[src/rtl/fetch_pkg.sv]
// Shared fetch-stage types and constants.
// Imported by the PC register and the fetch unit top.
package fetch_pkg;

    typedef enum logic [1:0] {
        S_REQ   = 2'd0,
        S_WAIT  = 2'd1,
        S_DROP  = 2'd2,
        S_VALID = 2'd3
    } fetch_state_t;

    localparam logic [31:0] NOP_INSTR        = 32'h0000_0013;
    localparam logic [31:0] RESET_PC_DEFAULT = 32'h0000_0000;
    localparam logic [31:0] PC_STEP          = 32'd4;

    function automatic logic [31:0] align_word(input logic [31:0] a);
        return {a[31:2], 2'b00};
    endfunction

endpackage

[src/rtl/fetch_pc_reg.sv]
// Program counter with hold / +4 / redirect next-PC selection.
// Redirect targets are forced to word alignment.
module fetch_pc_reg
    import fetch_pkg::*;
#(
    parameter logic [31:0] RESET_PC = RESET_PC_DEFAULT
) (
    input  logic        clk,
    input  logic        reset,
    input  logic        redirect,
    input  logic        advance,
    input  logic [31:0] target,
    output logic [31:0] pc
);

    logic [31:0] pc_next;

    always_comb begin
        pc_next = pc;
        if (redirect)
            pc_next = align_word(target);
        else if (advance)
            pc_next = pc + PC_STEP;
    end

    always_ff @(posedge clk or negedge reset) begin
        if (!reset)
            pc <= RESET_PC;
        else
            pc <= pc_next;
    end

endmodule

[src/rtl/instr_fetch_unit.sv]
// Fetch stage: one outstanding imem request, stale-response drop after redirect,
// and a held instruction buffer presented to the IF->ID register.
module instr_fetch_unit
    import fetch_pkg::*;
#(
    parameter logic [31:0] RESET_PC  = fetch_pkg::RESET_PC_DEFAULT,
    parameter logic [31:0] NOP_INSTR = fetch_pkg::NOP_INSTR
) (
    input  logic        clk,
    input  logic        reset,
    input  logic        StallF,
    input  logic        PCSrcE,
    input  logic [31:0] PCTargetE,
    output logic        imem_req_valid,
    output logic [31:0] imem_req_addr,
    input  logic        imem_req_ready,
    input  logic        imem_rsp_valid,
    input  logic [31:0] imem_rsp_data,
    output logic [31:0] InstrF,
    output logic [31:0] PCF,
    output logic [31:0] PCPlus4F,
    output logic        FetchValidF,
    output logic        FetchBusyF
);

    fetch_state_t state;
    logic [31:0]  instr_q;
    logic [31:0]  pc;
    logic         advance;

    // PC only steps when the held instruction is released downstream
    assign advance = (state == S_VALID) && !PCSrcE && !StallF;

    fetch_pc_reg #(
        .RESET_PC(RESET_PC)
    ) u_pc (
        .clk     (clk),
        .reset   (reset),
        .redirect(PCSrcE),
        .advance (advance),
        .target  (PCTargetE),
        .pc      (pc)
    );

    always_ff @(posedge clk or negedge reset) begin
        if (!reset) begin
            state   <= S_REQ;
            instr_q <= NOP_INSTR;
        end else begin
            unique case (state)
                S_REQ: begin
                    if (PCSrcE)
                        state <= imem_req_ready ? S_DROP : S_REQ;
                    else if (imem_req_ready)
                        state <= S_WAIT;
                end
                S_WAIT: begin
                    if (PCSrcE) begin
                        state <= imem_rsp_valid ? S_REQ : S_DROP;
                    end else if (imem_rsp_valid) begin
                        instr_q <= imem_rsp_data;
                        state   <= S_VALID;
                    end
                end
                S_DROP: begin
                    if (imem_rsp_valid)
                        state <= S_REQ;
                end
                S_VALID: begin
                    if (PCSrcE || !StallF)
                        state <= S_REQ;
                end
                default: state <= S_REQ;
            endcase
        end
    end

    assign imem_req_valid = (state == S_REQ);
    assign imem_req_addr  = pc;
    assign FetchValidF    = (state == S_VALID);
    assign FetchBusyF     = ~FetchValidF;
    assign InstrF         = FetchValidF ? instr_q : NOP_INSTR;
    assign PCF            = pc;
    assign PCPlus4F       = pc + PC_STEP;

endmodule

[config.mk]
export PLATFORM = sky130hd
export DESIGN_NAME = instr_fetch_unit
export DESIGN_NICKNAME = d
export VERILOG_FILES = /design/src/rtl/fetch_pkg.sv /design/src/rtl/fetch_pc_reg.sv /design/src/rtl/instr_fetch_unit.sv
export SDC_FILE = /design/constraint.sdc
export NUM_CORES = 1
export LEC_CHECK = 0
export ABC_AREA = 1
export CAP_MARGIN = 10
export CORE_ASPECT_RATIO = 1.25
export CORE_MARGIN = 1.5
export CORE_UTILIZATION = 45
export CTS_BUF_LIST = sky130_fd_sc_hd__clkbuf_4 sky130_fd_sc_hd__clkbuf_8
export DETAILED_ROUTE_END_ITERATION = 10
export PLACE_DENSITY = 0.83
export REMOVE_ABC_BUFFERS = 1
export SYNTH_ARGS = -nofsm -noshare
export SYNTH_HDL_FRONTEND = slang
export SYNTH_HIERARCHICAL = 1
export SYNTH_SLANG_ARGS = --single-unit
[constraint.sdc]
create_clock -name clk -period 2.8 [get_ports clk]
set_input_delay 0.42 -clock clk [delete_from_list [all_inputs] [get_ports clk]]
set_output_delay 0.42 -clock clk [all_outputs]
set_load 0.02 [all_outputs]
Yosys cells after proc, flatten, opt, wreduce, memory -nomap -nowiden
Cells that the tools add are included.
- add/subtract/negate cells: 1
- multipliers: 0
- divide/modulo/power cells: 0
- order comparisons: 0
- eq/ne operators: 7
- shift-type cells: 0
- muxes and demuxes: 12
- bitwise operators: 2
- reductions and logical operators: 9
- operator list (kind ; number):
    32-bit 2-to-1 mux ; 3
    32-bit by 3-bit adder with 32-bit output, second input constant ; 1
    2-bit 2-to-1 mux ; 8
    2-bit one-hot mux with 4 select lines ; 1
    2-bit == test, second input constant ; 2
    4-bit AND reduction ; 1
    3-bit by 2-bit inequality test with 1-bit output, second input constant ; 1
    3-bit inequality test, second input constant ; 1
    3-bit AND reduction ; 1
    2-bit by 1-bit == test with 1-bit output, second input constant ; 1
    1-bit logical AND ; 2
    1-bit logical NOT ; 2
    2-bit logical NOT ; 1
    2-bit by 1-bit inequality test with 1-bit output, second input constant ; 1
    2-bit inequality test, second input constant ; 1
    1-bit inverter ; 2
    2-bit nonzero test ; 1
    1-bit logical OR ; 1
- register bits: 66
- latch bits: 0
- RAM bits: 0
- bits in read-only memories: 0
- input port bits: 70
- output and inout bits: 131
- memories kept: 0

Depth between registers and ports, before layout
- depth after elaboration: 5
- depth in mapped cells: 9

Modules after synthesis
The synthesis kept the hierarchy.
- by module, submodules not included (module ; instances ; cells each ; area each (µm²)):
    instr_fetch_unit ; 1 ; 405 ; 2761.4
    fetch_pc_reg ; 1 ; 311 ; 2140.8

Worst setup path after synthesis
Ideal clock, no wire load.
- path type: reg2out
- start: register u_pc.pc[3]
- end: output port PCPlus4F[18]
- data arrival time: 1.657 ns
- data required time: 2.380 ns
- slack: 0.723 ns
- stages on the path, launching flop included: 7
- path buffers: 0
- path through: dfrtp_1 -> ha_1 -> nand2_1 -> nor2_2 -> nand2_4 -> nor2_4 -> xor2_1
- longest elaborated chain between the ends: 1
- ends and longest elaborated chain (what ; line ; RTL):
    start, declared ; fetch_pc_reg.sv:13 ; output logic [31:0] pc
    start signal, assigned ; fetch_pc_reg.sv:30 ; pc <= pc_next;
    32-bit by 3-bit adder with 32-bit output ; instr_fetch_unit.sv:84 ; assign PCPlus4F = pc + PC_STEP;
    end, declared ; instr_fetch_unit.sv:21 ; output logic [31:0] PCPlus4F,
No other way between the ends.

Final worst setup path
- start: register u_pc.pc[9]
- end: output port PCPlus4F[13]
The elaborated chain is that of the path after synthesis.

==> report_table.html <==
<table>
<tr><th>Metric</th><th>Value</th></tr>
<tr><th colspan="2">Detailed routing</th></tr>
<tr><td>Final wirelength</td><td>14430 microns</td></tr>
<tr><td>Total DRC errors in the routed layout</td><td>0</td></tr>
<tr><td>Detailed router's first-iteration violation count</td><td>308</td></tr>
<tr><td>Number of iterations in the first detailed-routing pass</td><td>5</td></tr>
<tr><td>Number of vias in the routed layout</td><td>5141</td></tr>
<tr><td>WL per Instance</td><td>14.12 microns</td></tr>
<tr><td>Antenna-violating nets left</td><td>0</td></tr>
<tr><td>Number of vias per cell after detailed routing</td><td>5.030</td></tr>
<tr><th colspan="2">Worst setup path</th></tr>
<tr><td>Critical Path Source Type</td><td>flop</td></tr>
<tr><td>Required time at the endpoint of the critical path</td><td>2380 ps</td></tr>
<tr><td>Data arrival time of the critical path</td><td>2250 ps</td></tr>
<tr><td>Depth of the worst register-to-register path</td><td>7</td></tr>
<tr><td>Start-to-end type of the worst setup path</td><td>reg -&gt; out</td></tr>
<tr><td>Kind of end point of the critical path</td><td>primary output</td></tr>
<tr><td>Maximum fanout along the worst path</td><td>9</td></tr>
<tr><th colspan="2">GRT</th></tr>
<tr><td>Global-route wire length before repair</td><td>23180 microns</td></tr>
<tr><td>Pin count of the biggest net entering global routing</td><td>43</td></tr>
<tr><td>Total congestion overflow</td><td>0</td></tr>
<tr><td>Vias in the first global route</td><td>4931</td></tr>
<tr><td>Gr usage total</td><td>0.2602</td></tr>
<tr><td>Antenna violations before repair</td><td>0</td></tr>
<tr><th colspan="2">Placed design</th></tr>
<tr><td>IO buf count</td><td>192</td></tr>
<tr><td>Number of instances in the placed design</td><td>1006</td></tr>
<tr><td>Weighted congestion at the end of routability-driven global placement</td><td>0.9426</td></tr>
<tr><td>DPL Wire Length</td><td>10970 microns</td></tr>
<tr><th colspan="2">Floorplan</th></tr>
<tr><td>X dimension of the die</td><td>96.36 microns</td></tr>
<tr><td>Number of placement rows</td><td>42</td></tr>
<tr><td>Y dimension of the die</td><td>119.7 microns</td></tr>
<tr><td>Die footprint</td><td>11530 sq um</td></tr>
<tr><td>Area of the core</td><td>10620 sq um</td></tr>
<tr><td>Top-level port count</td><td>201</td></tr>
<tr><td>Starting utilization of the core area</td><td>0.4618</td></tr>
<tr><th colspan="2">STA</th></tr>
<tr><td>Final sum of negative setup slack</td><td>0 ps</td></tr>
<tr><td>Transition time of the tightest slew-check pin</td><td>609.9 ps</td></tr>
<tr><td>Hold violation total from the final report</td><td>0</td></tr>
<tr><td>Minimum clock period</td><td>2674 ps</td></tr>
<tr><td>Ratio of final minimum period to clock period</td><td>0.9548</td></tr>
<tr><td>Post-Route Hold Slack</td><td>73.23 ps</td></tr>
<tr><td>Setup repair after global routing missed its margin</td><td>no</td></tr>
<tr><td>Fmax</td><td>374.0 MHz</td></tr>
<tr><td>Max-Slew Margin vs Limit</td><td>0.5934</td></tr>
<tr><td>Max Transition Viols Final</td><td>0</td></tr>
<tr><td>Largest clock skew in the final design</td><td>9.815 ps</td></tr>
<tr><td>Setup-failing EPs final</td><td>0</td></tr>
<tr><th colspan="2">CTS</th></tr>
<tr><td>Total CTS buffers</td><td>9</td></tr>
<tr><td>Clock-pin slew of the registers on the worst-case setup and hold paths</td><td>70 ps</td></tr>
<tr><td>Number of clock sinks seen by CTS</td><td>64</td></tr>
<tr><td>H-Tree Depth</td><td>3</td></tr>
<tr><td>TritonCTS clock tree</td><td>yes</td></tr>
<tr><td>Root Driver</td><td>sky130_fd_sc_hd__clkbuf_8</td></tr>
<tr><td>Maximum root-to-sink buffer count</td><td>2</td></tr>
<tr><td>Source-to-sink clock delay at the later pin of the worst-skew pair</td><td>350 ps</td></tr>
<tr><td>Post-CTS Setup Repair Bufs</td><td>0</td></tr>
<tr><th colspan="2">Power</th></tr>
<tr><td>Total design power</td><td>4271 uW</td></tr>
<tr><td>Leakage power total</td><td>0.003314 uW</td></tr>
<tr><td>Ratio of total power to cell area</td><td>604.8 nW/um^2</td></tr>
<tr><td>Worst-case vdd ir drop</td><td>480.8 uV</td></tr>
<tr><th colspan="2">Synth</th></tr>
<tr><td>Total number of yosys warnings</td><td>6</td></tr>
<tr><td>Synth area leaders</td><td>sky130_fd_sc_hd__dfrtp_1, sky130_fd_sc_hd__nand2_1, sky130_fd_sc_hd__nor2_1</td></tr>
<tr><td>Post-synthesis register bit count</td><td>64</td></tr>
<tr><td>Share of Yosys cell area claimed by the top area cell type</td><td>0.3114</td></tr>
<tr><td>Area of the mapped netlist</td><td>4902 sq um</td></tr>
<tr><td>Area fraction in and, or, nand and nor cells after synthesis</td><td>0.4089</td></tr>
<tr><td>Share of synthesized cell area in full adder, half adder and majority cells</td><td>0.005105</td></tr>
<tr><td>Gate count of the mapped netlist</td><td>716</td></tr>
<tr><td>XOR/XNOR share of the synthesized area</td><td>0.03726</td></tr>
<tr><td>Mux contribution to synthesized area</td><td>0</td></tr>
<tr><td>Synthesized area per cell</td><td>6.847 sq um</td></tr>
<tr><td>Cell type contributing the most total cell area after synthesis</td><td>sky130_fd_sc_hd__dfrtp_1</td></tr>
<tr><td>Complex-gate fraction of the synthesized area</td><td>0.08831</td></tr>
<tr><td>Largest family of logic cells by synthesized area</td><td>simple AND/OR/NAND/NOR gates</td></tr>
<tr><td>Share of synthesized area occupied by flip-flops and latches</td><td>0.3275</td></tr>
<tr><td>Cell variety after synth</td><td>35</td></tr>
<tr><th colspan="2">Finish</th></tr>
<tr><td>Total area of multi-input combinational cells</td><td>2663 sq um</td></tr>
<tr><td>Fraction of layout instances using a drive strength above 1</td><td>0.1213</td></tr>
<tr><td>Non-filler cells in the finished layout</td><td>1022</td></tr>
<tr><td>FF/Latch Area</td><td>1624 sq um</td></tr>
<tr><td>Diode count</td><td>0</td></tr>
<tr><td>Net count reported at finish</td><td>957</td></tr>
<tr><td>Fill count</td><td>921</td></tr>
<tr><td>Area growth, synth to finish</td><td>44.03%</td></tr>
<tr><th colspan="2">Worst hold path</th></tr>
<tr><td>Min-delay worst type</td><td>in -&gt; async</td></tr>
<tr><th colspan="2">Flow run</th></tr>
<tr><td>Number of maximum-capacitance violations</td><td>0</td></tr>
<tr><th colspan="2">Status</th></tr>
<tr><td>Outcome</td><td>complete, no violations</td></tr>
</table>
==> per-stage QoR <==
stage	worst slack, ps	util	area, sq um
global placement	329.2	0.6386	6779
global route	8.081	0.6651	7061
CTS	8.961	0.6607	7013
finish	126.4	0.6651	7061
detailed placement	277.5	0.6386	6779
floorplan	555.6	-	4539
==> cells in the final DEF, fill, tap and decap left out, drive strengths merged, types with 13 or more instances in the layout <==
| master | Yosys | layout |
|---|---|---|
| buf | 48 | 20 |
| a22oi | 18 | 18 |
| nor2 | 147 | 147 |
| clkdlybuf4s50 | 0 | 180 |
| nand3 | 51 | 51 |
| inv | 75 | 75 |
| xor2 | 16 | 16 |
| a21oi | 31 | 31 |
| nand2 | 210 | 210 |
| dfrtp | 61 | 61 |
| clkbuf | 6 | 13 |
| o21ai | 13 | 13 |
==> per-layer routing <==
layer / global-route usage / vias up / routed length (microns)
met5: 0 / - / 0
met4: 0.1141 / 0 / 480
met3: 0.08175 / 34 / 1457
met2: 0.4327 / 236 / 7086
met1: 0.3023 / 2341 / 5404
li1: - / 2530 / -
==> synthesized netlist by cell type, drive strengths merged <==
master	count
o211ai	2
xnor2	4
nand4	2
nor3	1
a21oi	31
nor2	147
nand2	210
dfrtp	61
o21ai	13
conb	1
o21bai	7
nand3	51
nand3b	10
and2	4
or2	3
a22oi	18
buf	48
xor2	16
dfstp	3
o21ba	1
ha	2
inv	75
clkbuf	6
==> timing repair <==
| action | in CTS | in global routing |
|---|---|---|
| endpoints found under the setup margin | 14 | 20 |
| resized for setup | 4 | 24 |
| hold buffers | 0 | 0 |
==> report_power, final <==
| part | total (uW) | switching, uW | internal, uW |
|---|---|---|---|
| combinational | 1890 | 1040 | 847 |
| clock | 940 | 371 | 569 |
| sequential | 1440 | 227 | 1220 |
==> final cells by class <==
class                           instances  share of cell area
Clock buffer                           13             0.02357
Clock inverter                          3            0.009215
Inverter                               75             0.03987
Multi-Input combinational cell        524              0.3771
Sequential cell                        64              0.2300
Tap cell                              132             0.02339
Timing Repair Buffer                  211              0.2968
==> flip-flops by register name, indices dropped and copies added (netlist names) <==
register / flops
state: 2
u_pc/pc: 30
instr_q: 32
==> logic make-up after synthesis <==
family                     count (synthesis)
AOI/OAI and AO/OA                         72
other                                      1
buffers and inverters                    129
xor gates and xnor gates                  20
DFF                                       64
adders and majority gates                  2
and+or+nand+nor                          428
==> worst paths after layout <==
kind,start,endpoint,slack [ps]
min reg2reg,instr_q[0],instr_q[0],470
max reg2reg,state[0],u_pc/pc[27],500
max in group asynchronous,reset,instr_q[0],2010
max,u_pc/pc[9],PCPlus4F[13],130
min in group clk,instr_q[0],instr_q[0],470
min,reset,instr_q[10],70
==> worst max-delay path, cell delays in order (launching register included) <==
cell and delay (ps):
sky130_fd_sc_hd__dfrtp_2 500, sky130_fd_sc_hd__nand2_2 160, sky130_fd_sc_hd__nor2_2 210, sky130_fd_sc_hd__inv_1 100, sky130_fd_sc_hd__nor2_4 160, sky130_fd_sc_hd__xor2_1 160, sky130_fd_sc_hd__clkdlybuf4s50_1 620
No activity file was read; power rests on OpenSTA's default activity.
